==> src/rtl/shift_deserializer_pkg.sv <==
// Shared definitions for the serial link: receiver FSM states and the
// default word length agreed with the shift_register transmitter.
package shift_deserializer_pkg;

  localparam int DEFAULT_WIDTH = 8;

  typedef enum logic {
    IDLE = 1'b0,
    RECV = 1'b1
  } state_t;

endpackage

==> src/rtl/shift_deserializer.sv <==
// Frame-based serial-to-parallel receiver: a start strobe opens a frame,
// WIDTH valid LSB-first bits complete it and pulse out_valid for one cycle.
module shift_deserializer
  import shift_deserializer_pkg::*;
#(
  parameter int WIDTH = DEFAULT_WIDTH,
  localparam int CW   = $clog2(WIDTH)
) (
  input  logic             clk,
  input  logic             reset,
  input  logic             start,
  input  logic             ser_in,
  input  logic             ser_valid,
  output logic [WIDTH-1:0] out,
  output logic             out_valid,
  output logic             busy,
  output logic [CW-1:0]    bit_count
);

  state_t           state_reg, state_next;
  // Only the upper WIDTH-1 bits of the word are ever stored: the final bit
  // goes straight from ser_in into out, so bit 0 of a full-width shifter
  // would never be read.
  logic [WIDTH-2:0] shreg_reg, shreg_next;
  logic [CW-1:0]    count_reg, count_next;
  logic [WIDTH-1:0] out_reg, out_next;
  logic             out_valid_reg, out_valid_next;
  logic [WIDTH-1:0] shifted;

  always_ff @(posedge clk) begin
    if (reset) begin
      state_reg     <= IDLE;
      shreg_reg     <= '0;
      count_reg     <= '0;
      out_reg       <= '0;
      out_valid_reg <= 1'b0;
    end else begin
      state_reg     <= state_next;
      shreg_reg     <= shreg_next;
      count_reg     <= count_next;
      out_reg       <= out_next;
      out_valid_reg <= out_valid_next;
    end
  end

  always_comb begin
    shifted        = {ser_in, shreg_reg};
    state_next     = state_reg;
    shreg_next     = shreg_reg;
    count_next     = count_reg;
    out_next       = out_reg;
    out_valid_next = 1'b0;

    case (state_reg)
      IDLE: begin
        if (start) begin
          state_next = RECV;
          shreg_next = '0;
          count_next = '0;
        end
      end
      RECV: begin
        // start wins even over a completing bit: that word is dropped.
        if (start) begin
          shreg_next = '0;
          count_next = '0;
        end else if (ser_valid) begin
          shreg_next = shifted[WIDTH-1:1];
          if (count_reg == CW'(WIDTH - 1)) begin
            out_next       = shifted;
            out_valid_next = 1'b1;
            state_next     = IDLE;
            count_next     = '0;
          end else begin
            count_next = count_reg + CW'(1);
          end
        end
      end
      default: state_next = IDLE;
    endcase
  end

  assign out       = out_reg;
  assign out_valid = out_valid_reg;
  assign busy      = (state_reg == RECV);
  assign bit_count = count_reg;

endmodule

==> config.mk <==
export PLATFORM = sky130hd
export DESIGN_NAME = shift_deserializer
export DESIGN_NICKNAME = d
export VERILOG_FILES = /design/src/rtl/shift_deserializer_pkg.sv /design/src/rtl/shift_deserializer.sv
export SDC_FILE = /design/constraint.sdc
export NUM_CORES = 1
export LEC_CHECK = 0
export BUFFER_PORTS_ARGS = -buffer_cell sky130_fd_sc_hd__buf_2
export CAP_MARGIN = 20
export CORE_ASPECT_RATIO = 0.8
export CORE_MARGIN = 4
export CORE_UTILIZATION = 33
export CTS_CLUSTER_DIAMETER = 80
export CTS_CLUSTER_SIZE = 28
export DETAILED_ROUTE_END_ITERATION = 10
export PLACE_DENSITY = 0.53
export SYNTH_ARGS = -nofsm -noshare
export SYNTH_HDL_FRONTEND = slang
export SYNTH_SLANG_ARGS = --single-unit
==> constraint.sdc <==
create_clock -name clk -period 1.46 [get_ports clk]
set_input_delay 0.146 -clock clk [delete_from_list [all_inputs] [get_ports clk]]
set_output_delay 0.146 -clock clk [all_outputs]
set_load 0.01 [all_outputs]
==> results.ini, run 1 <==
[setup_path]
r2r_slack_ps = 120
arrival_ps = 1580
timing.rr.start = bit_count[0]
cpMaxStageDelayCell = dfxtp_2
crit_path_end_kind = flop
cp_top_family = flip-flops
cpMostUsedCell = ha_1
critPathLaunchType = flop
reg2reg_depth = 5
required_ps = 1690
critPathKind = flop to flop
critPathMaxFanout = 4
rr_endpoint = out[7]
slowest_delay_ps = 360
cp_num_buf_inv = 1
worstPathCellList = ha_1, ha_1, and4b_4, buf_4, mux2i_1

[cts]
clk_latency_ps = 300
root_buffer = clkbuf_4
clock_path_buffers = 2
numCtsBuffers = 3
path_clk_slew_ps = 110
cts_htree_levels = 1
cts_tree = yes
clock-sinks = 20

[synth]
synth_xor_xnor_area_share = 0
yosysTopAreaCell = dfxtp_1
yosysMostFrequentCell = dfxtp_1
async_flop_share = 0
synthAdderAreaFrac = 0.0266
synth.yosys.seq_area_share = 0.426
synth_cells = 88
synth_common_cells = dfxtp_1 (20), nand2b_1 (16), a21bo_2 (10), a21oi_2 (10), nand3_1 (9)
yosys.area_share.simple = 0.192
synth_cell_types = 17
synthFlopType = dfxtp_1
synth_top_family_by_area = compound AO/OA/AOI/OAI gates
synth_fp_nets = 95
synth-compound-area-share = 0.218
ys_warn_count = 0
synth.ff_latch_count = 20
netlist_area_um2 = 940
synth.avg_cell_area_um2 = 10.7
synth_edf_count = 0
netlist.area_leader.share = 0.426
synth_area_leaders = dfxtp_1 (43%), a21bo_2 (11%), nand2b_1 (11%)
synthMuxAreaShare = 0.0852

[flow_run]
cap_viol_max_count = 0

[min_path]
min_path_type = input port to flop
min_from = start
hold_depth = 2
min_to = busy

[placement]
port_buffers = 17
routabilityCongestion = 0.632
placedCellCount = 140
place.detailed.hpwl_um = 1150

[timing]
slew_violations = 0
rsz0062_at_grt = false
relSlewSlack = 0.841
hold_viol = 0
period_minus_slack_ps = 1340
worst_slew_pin_slew_ps = 239
fin_crit_sh = 0.919
fin_setup_tns_ps = 0
fmax_ghz = 0.745
clock_skew_ps = 8.82
setup_violations = 0

[global_route]
first_global_vias = 632
grt_max_degree = 23
grt_use_total = 0.102
grt_antenna_before_repair = 0
overflow = 0
grt_pass1_wl_um = 2980

[route]
post-route-drc-count = 0
wl_um = 1730
firstDrtPassIters = 4
num_vias = 670
viasPerCell = 4.59
drt_iter0_markers = 10
wire_per_inst_um = 11.8
ant_nets = 0

[die]
die-area_um2 = 3770
die_width_um = 67.7
die_y_um = 55.7
initial_core_util = 0.342
rows = 17
io_pins = 18
core_area_um2 = 2740

[cells_and_area]
finalNetCount = 116
antenna_cells = 0
area_growth_pct = 19.4
multi_input_area_um2 = 494
fin_cells = 146
largest_reg_flops = 8
nFillCells = 270
seqCellArea_um2 = 402
layout-drive-gt1-share = 0.454

[status]
status = finished clean

[pwr]
leakagePower_uw = 0.000430
power_density_nw_per_um2 = 836
irDropWorstVdd_uv = 525

==> cell families (layout without fill, tap and decap cells) <==
family | count (synthesis) | count (layout)
and+or+nand+nor | 29 | 29
AOI/OAI and AO/OA | 22 | 22
DFF | 20 | 20
muxes | 8 | 8
buffers and inverters | 7 | 27
adders and majority gates | 2 | 2
==> stage by stage <==
step | hold WS [ps] | worst slack (ps) | utilization | cell area, µm² | power, µW
floorplan | 279 | 154 | - | 940 | 611
global placement | 396 | -57.2 | 0.384 | 1050 | 632
detailed placement | 408 | -111 | 0.384 | 1050 | 632
CTS | 89.8 | 4.94 | 0.398 | 1090 | 956
global route | 86.7 | 19.6 | 0.409 | 1120 | 986
finish | 104 | 119 | 0.409 | 1120 | 939
==> worst register-to-register path, delay by kind of cell, from the launching register on <==
family	cells	cell delay, ps
adders and majority gates	2	330
muxes	1	160
buffers and inverters	1	130
DFF	1	360
and+or+nand+nor	1	280
==> per-layer routing <==
metal | wire (µm) | vias up | track usage
met3 | 75 | 2 | 0.0424
li1 | - | 345 | -
met5 | 0 | - | 0
met2 | 846 | 10 | 0.165
met1 | 786 | 313 | 0.122
met4 | 20 | 0 | 0.0260
==> layout make-up <==
class	instances	share of cell area
Timing Repair Buffer	23	0.127
Clock buffer	4	0.0323
Sequential cell	20	0.358
Tap cell	38	0.0424
Multi-Input combinational cell	61	0.440
==> report_power, final <==
group / internal, µW / total [µW] / switching, µW
sequential: 549 / 551 / 2.29
clock: 152 / 318 / 166
combinational: 27.8 / 69.0 / 41.2
==> worst max path at each step <==
stage,start,slack (ps),cells past startpoint,end
final,bit_count[0],120,5,out[7]
after global routing,bit_count[0],20,5,out[3]
after CTS,bit_count[0],5,4,out[5]
after detailed placement,bit_count[0],-110,4,out[5]
after global placement,bit_count[0],-60,4,out[6]
after floorplan,bit_count[0],150,5,out_valid
==> layout by cell type, fill, tap and decap left out, types with 2 or more instances in the layout <==
cell type  synthesis  final
dfxtp_1           20     19
buf_2              3     17
a21bo_2           10     10
mux2i_1            8      8
a21oi_2           10     10
buf_4              1      5
nand2b_1          16     16
nand3_1            9      9
clkbuf_4           0      3
ha_1               2      2
==> timing repair <==
action / 4_1_cts / 5_1_grt
resized for setup: 1 / 2
gates cloned: 0 / 0
hold buffers: 0 / 0
setup buffers: 0 / 2
pin swaps: 0 / 1
endpoints found under the setup margin: 9 / 8
Power figures use the tool's default switching activity.
==> inputs of run 2 (changes only) <==
HOLD_SLACK_MARGIN = 0.12   (was default)
==> run 2 against run 1 <==
Wire length grew 0.23%. Sequential share of layout area fell by 0.63 points. Non-clock buffer count rose by 2. Sequential power about the same. Die area is the same. Critical path depth unchanged. Combinational power rose by 5.5%. Register-to-register slack about the same. Clock skew hardly changed. Critical endpoint unchanged. Highest routed layer unchanged.
==> results.ini, run 2 (same netlist as run 1, synthesis figures left out) <==
[status]
status = finished clean

[cells_and_area]
largest_reg_flops = 8
finalNetCount = 118
area_growth_pct = 21.6
final_common_cell = dfxtp_1
layout_common_cells = dfxtp_1 (19), buf_2 (17), nand2b_1 (16)
antenna_cells = 0
final_cell_area_um2 = 1140
layout-drive-gt1-share = 0.445

[global_route]
grt_antenna_before_repair = 0
first_global_vias = 635
grt_pass1_wl_um = 2970
grt_max_degree = 23
grt_use_total = 0.101
overflow = 0

[pwr]
seqPwrFrac = 0.585
p_switching_uw = 210
leakagePower_uw = 0.000438
power_density_nw_per_um2 = 825
clkPwrFrac = 0.337
combPwrFrac = 0.077
irDropWorstVdd_uv = 525
swShare = 0.223
power.internal_uw = 732

[cts]
clk_latency_ps = 300
path_clk_slew_ps = 110
clock-sinks = 20
root_buffer = clkbuf_4
cts_tree = yes
clock_path_buffers = 2
cts_htree_levels = 1
numCtsBuffers = 3

[timing]
setup_violations = 0
worst_slew_pin_slew_ps = 239
fin_crit_sh = 0.918
period_minus_slack_ps = 1340
relSlewSlack = 0.841
fmax_ghz = 0.746
rsz0062_at_grt = false
clock_skew_ps = 9.32
worst_slack_ps = 120
hold_viol = 0
slew_violations = 0

[die]
rows = 17
die_y_um = 55.7
die_width_um = 67.7
io_pins = 18
initial_core_util = 0.342
die-area_um2 = 3770
core_area_um2 = 2740

[route]
num_vias = 683
firstDrtPassIters = 4
post-route-drc-count = 0
ant_nets = 0
wl_um = 1730
viasPerCell = 4.61
drt_iter0_markers = 13
wire_per_inst_um = 11.7

[setup_path]
arrival_ps = 1570
critPathLaunchType = flop
critPathMaxFanout = 4
critPathKind = flop to flop
crit_path_end_kind = flop
required_ps = 1690
r2r_slack_ps = 120

[placement]
routabilityCongestion = 0.632
port_buffers = 17
place_area_um2 = 1050
place.detailed.hpwl_um = 1150
dp_slack_ps = -111

[min_path]
min_path_type = input port to flop

[flow_run]
cap_viol_max_count = 0

-- run 2: worst max-delay path, stage by stage, from the launching register on --
cell and delay, ps:
dfxtp_2 360, ha_1 140, ha_1 190, and4b_4 280, buf_4 130, mux2i_1 160
-- run 2: area by class of cell --
type | instances | area [µm²]
Fill cell | 268 | 1600
Multi-Input combinational cell | 61 | 494
Sequential cell | 20 | 402
Timing Repair Buffer | 25 | 163
Tap cell | 38 | 47.5
Clock buffer | 4 | 36.3
-- run 2: final timing paths --
kind / start / depth (start not counted) / to
worst max-delay path: bit_count[0] / 5 / out[7]
worst min-delay path: reset / 2 / out_valid
worst max register to register: bit_count[0] / 5 / out[7]
worst min register to register: out[6] / 2 / out[6]
-- run 2: per-stage QoR --
| step | setup TNS [ps] | hold WS (ps) | utilization | instances | power, µW |
|---|---|---|---|---|---|
| floorplan | 0 | 279 | - | 88 | 611 |
| CTS | 0 | 264 | 0.405 | 146 | 960 |
| global route | 0 | 259 | 0.416 | 148 | 990 |
| finish | 0 | 262 | 0.416 | 148 | 942 |
| global placement | -330 | 396 | 0.384 | 140 | 632 |
| detailed placement | -796 | 408 | 0.384 | 140 | 632 |
-- run 2: routing by layer --
layer	GRT usage	share of wire	vias up
li1	-	-	349
met3	0.0424	0.048	2
met5	0	0	-
met2	0.165	0.50	14
met1	0.121	0.44	318
met4	0.0260	0.012	0
-- run 2: power by group through the flow --
stage / registers, µW / logic (µW) / clock network [µW]
after floorplan: 565 / 46.0 / 0
after global placement: 563 / 68.8 / 0
after detailed placement: 563 / 68.6 / 0
after CTS: 551 / 73.1 / 336
after global routing: 552 / 79.8 / 359
final: 551 / 72.8 / 318
-- run 2: repair_timing --
| item | in CTS | in global routing |
|---|---|---|
| setup endpoints to repair | 9 | 8 |
| buffers inserted | 0 | 2 |
| pin swaps | 0 | 1 |
| hold endpoints to repair | 3 | 0 |
| hold buffers | 2 | 0 |
| resized for setup | 1 | 2 |
| cloned | 0 | 0 |
